`src/rtl/adder_pkg.sv`:
```
// adder_pkg: shared state encoding and default operand width for the adder arbiter slice
package adder_pkg;
    typedef enum logic {IDLE, LOCK} arb_state_t;
    localparam int DEF_D_WIDTH = 32;
endpackage

```
`src/rtl/lca.sv`:
```
// lca: lookahead-carry adder, {c_o, s_o} = a_i + b_i + c_i
module lca #(
    parameter int WIDTH = 32
) (
    input  logic [WIDTH-1:0] a_i,
    input  logic [WIDTH-1:0] b_i,
    input  logic             c_i,
    output logic [WIDTH-1:0] s_o,
    output logic             c_o
);
    logic [WIDTH-1:0] g, p;
    logic [WIDTH:0]   c;
    assign g = a_i & b_i;
    assign p = a_i ^ b_i;
    always_comb begin
        c[0] = c_i;
        for (int k = 0; k < WIDTH; k++) c[k+1] = g[k] | (p[k] & c[k]);
    end
    assign s_o = p ^ c[WIDTH-1:0];
    assign c_o = c[WIDTH];
endmodule

```
`src/rtl/rr_arb.sv`:
```
// rr_arb: round-robin priority select starting at ptr_i, or the locked owner only
module rr_arb #(
    parameter int N_REQ = 4,
    localparam int ID_WIDTH = $clog2(N_REQ)
) (
    input  logic [N_REQ-1:0]    req_i,
    input  logic [ID_WIDTH-1:0] ptr_i,
    input  logic                lock_i,
    input  logic [ID_WIDTH-1:0] owner_i,
    output logic [N_REQ-1:0]    gnt_o,
    output logic [ID_WIDTH-1:0] idx_o
);
    logic found;
    always_comb begin
        gnt_o = '0;
        idx_o = '0;
        found = 1'b0;
        if (lock_i) begin
            gnt_o[owner_i] = req_i[owner_i];
            idx_o          = owner_i;
        end else begin
            for (int k = 0; k < N_REQ; k++) begin
                if (!found && req_i[(int'(ptr_i) + k) % N_REQ]) begin
                    found = 1'b1;
                    gnt_o[(int'(ptr_i) + k) % N_REQ] = 1'b1;
                    idx_o = ID_WIDTH'((int'(ptr_i) + k) % N_REQ);
                end
            end
        end
    end
endmodule

```
`src/rtl/adder_arb.sv`:
```
// adder_arb: round-robin sharing of one lca adder with chained multi-beat carries
module adder_arb
    import adder_pkg::*;
#(
    parameter int D_WIDTH = DEF_D_WIDTH,
    parameter int N_REQ   = 4
) (
    input  logic                       clk_i,
    input  logic                       rst_i,
    input  logic [N_REQ-1:0]           req_valid_i,
    output logic [N_REQ-1:0]           req_ready_o,
    input  logic [N_REQ*D_WIDTH-1:0]   req_a_i,
    input  logic [N_REQ*D_WIDTH-1:0]   req_b_i,
    input  logic [N_REQ-1:0]           req_c_i,
    input  logic [N_REQ-1:0]           req_last_i,
    output logic                       rsp_valid_o,
    input  logic                       rsp_ready_i,
    output logic [$clog2(N_REQ)-1:0]   rsp_id_o,
    output logic [D_WIDTH-1:0]         rsp_s_o,
    output logic                       rsp_c_o,
    output logic                       rsp_last_o
);
    localparam int ID_WIDTH = $clog2(N_REQ);

    arb_state_t          state_q, state_d;
    logic [ID_WIDTH-1:0] ptr_q, ptr_d, owner_q, owner_d, sel;
    logic                carry_q, carry_d;
    logic                rsp_valid_q, rsp_valid_d, rsp_c_q, rsp_c_d, rsp_last_q, rsp_last_d;
    logic [ID_WIDTH-1:0] rsp_id_q, rsp_id_d;
    logic [D_WIDTH-1:0]  rsp_s_q, rsp_s_d, sum;
    logic [N_REQ-1:0]    gnt;
    logic                can_accept, acc, cin, cout, last_sel;

    rr_arb #(.N_REQ(N_REQ)) u_rr (
        .req_i   (req_valid_i),
        .ptr_i   (ptr_q),
        .lock_i  (state_q == LOCK),
        .owner_i (owner_q),
        .gnt_o   (gnt),
        .idx_o   (sel)
    );

    assign can_accept  = !rsp_valid_q || rsp_ready_i;
    assign req_ready_o = (can_accept && !rst_i) ? gnt : '0;
    assign acc         = |req_ready_o;
    assign last_sel    = req_last_i[sel];
    // Chain carry replaces the requester's carry-in on every beat after the first
    assign cin         = (state_q == LOCK) ? carry_q : req_c_i[sel];

    lca #(.WIDTH(D_WIDTH)) u_lca (
        .a_i (req_a_i[sel*D_WIDTH +: D_WIDTH]),
        .b_i (req_b_i[sel*D_WIDTH +: D_WIDTH]),
        .c_i (cin),
        .s_o (sum),
        .c_o (cout)
    );

    always_comb begin
        state_d     = acc ? (last_sel ? IDLE : LOCK) : state_q;
        owner_d     = (acc && !last_sel) ? sel : owner_q;
        carry_d     = (acc && !last_sel) ? cout : carry_q;
        ptr_d       = (acc && last_sel) ? ((int'(sel) == N_REQ - 1) ? '0 : sel + 1'b1) : ptr_q;
        rsp_valid_d = acc || (rsp_valid_q && !rsp_ready_i);
        rsp_id_d    = acc ? sel : rsp_id_q;
        rsp_s_d     = acc ? sum : rsp_s_q;
        rsp_c_d     = acc ? cout : rsp_c_q;
        rsp_last_d  = acc ? last_sel : rsp_last_q;
    end

    always_ff @(posedge clk_i) begin
        if (rst_i) begin
            state_q     <= IDLE;
            ptr_q       <= '0;
            owner_q     <= '0;
            carry_q     <= 1'b0;
            rsp_valid_q <= 1'b0;
            rsp_id_q    <= '0;
            rsp_s_q     <= '0;
            rsp_c_q     <= 1'b0;
            rsp_last_q  <= 1'b0;
        end else begin
            state_q     <= state_d;
            ptr_q       <= ptr_d;
            owner_q     <= owner_d;
            carry_q     <= carry_d;
            rsp_valid_q <= rsp_valid_d;
            rsp_id_q    <= rsp_id_d;
            rsp_s_q     <= rsp_s_d;
            rsp_c_q     <= rsp_c_d;
            rsp_last_q  <= rsp_last_d;
        end
    end

    assign rsp_valid_o = rsp_valid_q;
    assign rsp_id_o    = rsp_id_q;
    assign rsp_s_o     = rsp_s_q;
    assign rsp_c_o     = rsp_c_q;
    assign rsp_last_o  = rsp_last_q;
endmodule
```
`config.mk`:
```
export PLATFORM = sky130hd
export DESIGN_NAME = adder_arb
export DESIGN_NICKNAME = d
export VERILOG_FILES = /design/src/rtl/adder_pkg.sv /design/src/rtl/lca.sv /design/src/rtl/rr_arb.sv /design/src/rtl/adder_arb.sv
export SDC_FILE = /design/constraint.sdc
export NUM_CORES = 1
export LEC_CHECK = 0
export CORE_AREA = 2 2 122 124
export DETAILED_ROUTE_END_ITERATION = 8
export DIE_AREA = 0 0 124 126
export PLACE_DENSITY = 0.74
export SLEW_MARGIN = 25
export SYNTH_ARGS = -nofsm -noshare
export SYNTH_HDL_FRONTEND = slang
export SYNTH_HIERARCHICAL = 1
export SYNTH_SLANG_ARGS = --single-unit
```
`constraint.sdc`:
```
create_clock -name clk_i -period 24.6 [get_ports clk_i]
set_input_delay 3.69 -clock clk_i [delete_from_list [all_inputs] [get_ports clk_i]]
set_output_delay 3.69 -clock clk_i [all_outputs]
set_load 0.1 [all_outputs]
```
Word-level counts from Yosys, hierarchy flattened
Index checks and enable logic that the tools add are counted.
- $add $sub $neg: 4
- order comparisons: 11
- equality and inequality tests: 1
- shifts and indexed selects: 2
- mux-type cells: 50
- bitwise gates (word level): 74
- reductions and logical operators: 25
- operators with widths (cell ; number):
    128-bit by 8-bit indexed part select with 32-bit output ; 2
    32-bit XOR ; 2
    4-bit 2-to-1 mux ; 9
    1-bit AND ; 32
    32-bit AND ; 1
    1-bit bitwise OR ; 32
    1-bit 2-to-1 mux ; 23
    1-bit binary-select mux with 2-bit select ; 7
    1-bit logical AND ; 12
    3-bit by 4-bit < comparator with 1-bit output, second input constant ; 3
    2-bit 2-to-1 mux ; 6
    4-bit bitwise OR ; 3
    1-bit demux with 2-bit select ; 5
    3-bit by 1-bit greater-or-equal comparator with 1-bit output, second input constant ; 3
    2-bit by 3-bit < comparator with 1-bit output, second input constant ; 3
    1-bit logical NOT ; 7
    2-bit OR reduction ; 3
    2-bit by 1-bit adder with 2-bit output, second input constant ; 2
    2-bit adder, second input constant ; 2
    4-bit AND ; 1
    2-bit by 1-bit greater-or-equal comparator with 1-bit output, second input constant ; 2
    4-bit OR reduction ; 1
    1-bit AND, first input constant ; 3
    2-bit by 1-bit equality test with 1-bit output, second input constant ; 1
    1-bit logical OR ; 2
- flip-flop bits (word level): 43
- input port bits: 271
- output and inout bits: 41
- word-level logic and storage cells: 176

Longest topological paths before layout
- depth after elaboration: 84
- mapped depth: 49
- mapped depth without buffers: 47

Cells and area by module
The synthesis kept the hierarchy.
- by module, submodules not included (module ; times used ; cells an instance ; area an instance (um2) ; seq. area each (um2)):
    adder_arb ; 1 ; 292 ; 3414.5 ; 860.8
    lca ; 1 ; 42 ; 678.2 ; 0.0
    rr_arb ; 1 ; 56 ; 503.0 ; 0.0

Worst setup path after synthesis
Ideal clock, no wire load.
- path kind: input to register
- from: input port req_valid_i[2]
- to: register rsp_s_q[31], in the netlist rsp_s_o[31]
- library setup time: 0.071 ns
- arrival time: 18.235 ns
- data required time: 24.529 ns
- path slack: 6.294 ns
- cell stages on the path: 46
- path buffers: 2
- cells stage by stage: mux4_2 nor2b_2 o21bai_1 a21oi_1 o31a_1 buf_1 buf_1 mux4_2 inv_1 fa_1 inv_1 fa_1 fa_1 fa_1 fa_1 fa_1 fa_1 fa_1 (+10 left out) fa_1 fa_1 fa_1 fa_1 fa_1 fa_1 fa_1 fa_1 fa_1 fa_1 fa_1 fa_1 fa_1 inv_1 fa_1 inv_1 nand4_1 a21oi_1
- word-level cells in the longest chain between the ends: 82
- elaborated cells on any way between the ends: 114
- those cells by class: shift (2); mux (36); bitwise (69); reduce/logical (7)
- ends and longest elaborated chain (what ; line ; RTL):
    from (decl) ; adder_arb.sv:10 ; input logic [N_REQ-1:0] req_valid_i,
    1-bit binary-select mux with 2-bit select ; rr_arb.sv:23 ; if (!found && req_i[(int'(ptr_i) + k) % N_REQ]) begin
    1-bit 2-to-1 mux (not written as such) ; rr_arb.sv:23 ;
    1-bit 2-to-1 mux ; rr_arb.sv:23 ;
    1-bit 2-to-1 mux ; rr_arb.sv:18 ; if (lock_i) begin
    1-bit logical NOT ; rr_arb.sv:23 ;
    1-bit logical AND ; rr_arb.sv:23 ;
    1-bit 2-to-1 mux ; rr_arb.sv:23 ;
    1-bit 2-to-1 mux ; rr_arb.sv:18 ;
    (+4 left out) ; - ;
    1-bit logical NOT ; rr_arb.sv:23 ;
    1-bit logical AND ; rr_arb.sv:23 ;
    2-bit 2-to-1 mux * ; rr_arb.sv:23 ;
    2-bit 2-to-1 mux * ; rr_arb.sv:18 ;
    via sel[1] ; adder_arb.sv:26 ; logic [ID_WIDTH-1:0] ptr_q, ptr_d, owner_q, owner_d, sel;
    parallel branches: the longest is 65 deep, another holds 128-bit by 8-bit indexed part select with 32-bit output ; - ;
    32-bit XOR * ; lca.sv:19 ; assign s_o = p ^ c[WIDTH-1:0];
    via sum[31] ; adder_arb.sv:30 ; logic [D_WIDTH-1:0] rsp_s_q, rsp_s_d, sum;
    to (signal assigned) ; adder_arb.sv:88 ; rsp_s_q <= rsp_s_d;
    to (decl) ; adder_arb.sv:30 ;
Mark *: on every way through the listed nets, which the timed path passes. The select of a mux whose other input is x is not followed.
A chain may end at the register's enable or synchronous reset.

Worst setup path in the final report
- from: input port req_valid_i[2]
- to: register rsp_s_q[31], in the netlist rsp_s_o[31]
- word-level cells in the longest chain between the ends: 82
- elaborated cells on any way between the ends: 114
- those cells by class: shift (2); mux (36); bitwise (69); reduce/logical (7)
- ends and longest elaborated chain (what ; line ; RTL):
    1-bit binary-select mux with 2-bit select ; rr_arb.sv:23 ;
    1-bit 2-to-1 mux (not written as such) ; rr_arb.sv:23 ;
    1-bit 2-to-1 mux ; rr_arb.sv:23 ;
    1-bit 2-to-1 mux ; rr_arb.sv:18 ;
    1-bit logical NOT ; rr_arb.sv:23 ;
    1-bit logical AND ; rr_arb.sv:23 ;
    1-bit 2-to-1 mux ; rr_arb.sv:23 ;
    1-bit 2-to-1 mux ; rr_arb.sv:18 ;
    (+8 left out) ; - ;
    via sel[1] ; adder_arb.sv:26 ;
    (+3 left out) ; - ;
    via cin ; adder_arb.sv:32 ; logic can_accept, acc, cin, cout, last_sel;
    (+56 left out) ; - ;
    1-bit AND * ; lca.sv:17 ; for (int k = 0; k < WIDTH; k++) c[k+1] = g[k] | (p[k] & c[k]);
    1-bit bitwise OR * ; lca.sv:17 ;
    1-bit AND * ; lca.sv:17 ;
    1-bit bitwise OR * ; lca.sv:17 ;
    1-bit AND * ; lca.sv:17 ;
    1-bit bitwise OR * ; lca.sv:17 ;
    32-bit XOR * ; lca.sv:19 ;
    via sum[31] ; adder_arb.sv:30 ;
The timed path passes the listed nets; every way through them passes the cells marked *. The select of a mux whose other input is x is not followed.

==> results by group <==
Outcome
  • Outcome: finished, final reports clean

Yosys
  • Async set-or-reset flop fraction in the synthesized netlist: 0%
  • Synthesized-area fraction occupied by and/or/nand/nor cells: 9.447%
  • Top-area cell type share of the netlist area: 33.32%
  • Leading post-synthesis cells by instance count: mux4_2 (68), dfxtp_1 (43), a21oi_1 (38), nand4_1 (36), o31ai_1 (36)
  • Largest family of logic cells by synthesized area: multiplexers
  • Number of enable-type register cells in the synthesized netlist: 0
  • Count of unique library cells instantiated by Yosys: 44
  • Seq/Total Area, Yosys: 18.73%
  • Yosys warnings: 6
  • Post-synthesis average cell area: 11.78 um2
  • Area fraction in compound gates after synthesis: 14.57%
  • Area of the mapped netlist: 4596 um2
  • Yosys reg bits: 43
  • Library cell with the highest instance count after synthesis: mux4_2
  • Cell type contributing the most total cell area after synthesis: mux4_2
  • Leading post-synthesis cells by cell area: mux4_2 (33%), dfxtp_1 (19%), fa_1 (14%)
  • Fraction of synthesized area in multiplexers: 35.91%
  • Xor-xnor portion of the synthesized cell area: 0%
  • Total nets after synthesis: 699
  • Top_reg_cell synth: dfxtp_1
  • Post-synthesis share of cell area spent on full adders, half adders and majority gates: 15.57%
  • Cells after Synth: 390

Routing
  • TritonRoute pass-1 iters: 4
  • Wire length per cell: 21.38 um
  • Number of DRC markers in iteration 0: 284
  • Remaining antenna violation count: 0
  • Aggregate routed wire length: 18,200 um
  • Average vias per placed instance: 5.561
  • Vias: 4,732
  • Remaining design rule violation count: 0

Die
  • Die boundary height: 126 um
  • Core ar.: 14,310 um2
  • Std cell rows: 44
  • Top-Level Pins: 312
  • Full die area: 15,620 um2
  • Die outline width: 124 um
  • Effective utilization at floorplan: 32.11%

Global routing
  • Antenna violations before repair: 0
  • Largest net degree at the start of global routing: 79
  • Remaining global-route overflow: 0
  • Tot GR Track Use: 22.97%
  • Wire length of the first global-routing pass: 27,400 um
  • Number of global-route vias before repair: 5,045

Clock tree
  • CTS hold repair buffers: 0
  • Buffers from clock root to sink, at most: 2
  • Resized cells post-CTS: 0
  • Number of buffers inserted during clock tree synthesis: 5
  • Post-CTS setup repair buffer count: 0
  • H-tree Lvls: 2
  • CTS Sinks: 43
  • Clk Latency, worst-skew pair: 0.28 ns
  • CTS root buffer: clkbuf_16
  • CTS tree: yes
  • Clock-pin slew of the registers on the worst-case setup and hold paths: 0.06 ns

Setup path
  • Startpoint class of the critical path: input port
  • Stage delay of the slowest cell on the critical path: 0.80 ns
  • Endpoint of the worst-slack reg-to-reg timing path: rsp_s_o[31]$_SDFFE_PP0P_
  • Worst path slowest cell: o31a_2
  • Data required time of the worst path: 24.81 ns
  • Crit Path Max Fanout: 37
  • Register-to-register path setup slack: 7.66 ns
  • Arrival time reported for the critical path endpoint: 19.98 ns
  • Reg2Reg Launch Point: ptr_q[0]$_SDFFE_PP0P_
  • Critical path class: input port to flip-flop
  • Cell repeated most along the worst path: fa_1
  • Worst setup EP type: flip-flop
  • Worst Reg2Reg Path Length in Cells: 47

Hold path
  • Hold-critical path endpoint: rsp_s_o[31]$_SDFFE_PP0P_
  • Worst hold path startpoint: rsp_s_o[31]$_SDFFE_PP0P_
  • Hold-critical path depth: 2
  • Path type of the worst min-delay path: flip-flop to flip-flop

Placed design
  • DP Wirelength: 14,880 um
  • Placed insts: 843
  • I/O Buffers: 311
  • Last weighted congestion value of the routability-driven placer: 0.9382
  • Placed cell area: 7812 um2

Finish
  • Final-stage net count: 975
  • Fill cell total of the finished layout: 1,218
  • Area used by multi-input combinational logic: 3501 um2
  • Fraction of layout cells with a size suffix above 1: 15.62%
  • Finished Layout Cells: 851
  • Register area: 860.8 um2
  • Final core utilization: 55.73%
  • Area of all placed cells without fillers: 7978 um2
  • Area growth from synthesis to layout: 73.59%

Pwr
  • P_int: 525.5 uW
  • Share of total power in sequential cells: 10.1%
  • Switching fraction of total power: 50.60%
  • Proportion of power drawn by combinational gates: 83.0%
  • Worst supply voltage drop on vdd: 0.0001034 V
  • Clk network pwr share: 6.9%
  • Switching Power: 538.3 uW
  • Cell area power density: 133.3 nW/um2
  • Leak: 0.002794 uW

Timing
  • Number of slew-limit violations in the final report: 0
  • Fin. Hold Viols: 0
  • Unrepaired setup endpoints after global routing: no
  • Pin slew with the least headroom to its limit: 1.086 ns
  • Final critical-path share of the clock period: 80.38%
  • TNS Setup: 0 ns
  • Maximum clock frequency: 50.57 MHz
  • Worst clock skew: 0.009134 ns
  • Max_slew headroom: 27.36%
  • Final setup violation count: 0
  • Clock period minus worst slack: 19.77 ns

Job
  • Max-capacitance violation count: 0
## logic make-up (layout without fill, tap and decap cells)
kind of cell               after synthesis  in the layout
other                                    0              1
AOI/OAI and AO/OA                      100            100
DFF                                     43             43
adders and majority gates               38             38
muxes                                   76             76
buffers and inverters                   65            341
and+or+nand+nor                         68             68
## power by group through the flow
stage	clock (uW)	combinational (uW)	sequential (uW)
floorplan	0	569	204
global route	78.5	972	110
detailed placement	0	886	109
CTS	75.3	892	107
global placement	0	863	108
finish	73.8	883	107
## layer usage
| layer | up-vias | wire, um | GRT usage (%) |
|---|---|---|---|
| li1 | 2134 | - | - |
| met1 | 2348 | 6887 | 27.95 |
| met2 | 222 | 9654 | 40.76 |
| met3 | 28 | 1161 | 4.257 |
| met4 | 0 | 493 | 7.204 |
| met5 | - | 0 | 0 |
## layout make-up
cell class                      count  area share [%]
Tap cell                          184           2.886
Clock inverter                      2          0.4705
Sequential cell                    43           10.79
Multi-Input combinational cell    282           43.88
Inverter                           16          0.7528
Antenna cell                        1         0.03137
Timing Repair Buffer              318           39.62
Clock buffer                        5           1.568
## worst max-delay path, delay by kind of cell
kind	cells	cell delay [ns]
compound gates	4	1.23
fa+ha+maj	32	12.60
buf+inv	5	0.79
mux	3	1.31
simple gates	2	0.34
## sequential cells by signal (all words and copies together), names as in the netlist
signal / count
rsp_s_o: 32
rsp_id_o: 2
owner_q: 2
rsp_last_o: 1
rsp_c_o: 1
ptr_q: 2
rsp_valid_o: 1
state_q: 1
carry_q: 1
## cells in the final DEF, fill, tap and decap left out, types with 2 or more instances in the layout
cell type | Yosys | routed
mux4_1 | 2 | 2
a2bb2oi_1 | 3 | 3
and3_1 | 4 | 4
o21ai_0 | 2 | 2
clkbuf_16 | 0 | 5
a21oi_1 | 38 | 38
mux4_2 | 68 | 68
o21ai_1 | 4 | 3
dfxtp_1 | 43 | 43
clkdlybuf4s50_1 | 0 | 310
nand4_1 | 36 | 36
nor2b_1 | 4 | 3
o31ai_1 | 36 | 36
buf_4 | 0 | 7
mux2_2 | 5 | 5
nand2_1 | 4 | 4
o311ai_0 | 3 | 3
inv_1 | 15 | 15
a22oi_1 | 4 | 4
nor3_1 | 2 | 2
fa_1 | 32 | 32
ha_1 | 6 | 6
nor2_1 | 5 | 5
a221o_2 | 4 | 4
## stage by stage
stage	total power [uW]	hold WS, ns	worst slack, ns
5_1_grt	1161	0.4791	4.257
4_1_cts	1074	0.4685	4.819
3_5_place_dp	994.8	0.4595	4.562
2_1_floorplan	773.7	0.4544	6.294
3_3_place_gp	971.6	0.4558	4.884
6_report	1064	0.4686	4.826
## worst max-delay path by stage
stage / end / slack, ns / start / cells after the start
2_1_floorplan: rsp_s_o[31]$_SDFFE_PP0P_ / 6.29 / req_valid_i[2] / 46
3_3_place_gp: rsp_s_o[31]$_SDFFE_PP0P_ / 4.88 / req_valid_i[0] / 47
3_5_place_dp: rsp_s_o[31]$_SDFFE_PP0P_ / 4.56 / req_valid_i[0] / 47
4_1_cts: rsp_s_o[31]$_SDFFE_PP0P_ / 4.82 / req_valid_i[0] / 47
5_1_grt: rsp_s_o[31]$_SDFFE_PP0P_ / 4.26 / req_valid_i[2] / 47
6_report: rsp_s_o[31]$_SDFFE_PP0P_ / 4.83 / req_valid_i[2] / 46
(Power assumes the default switching activity.)
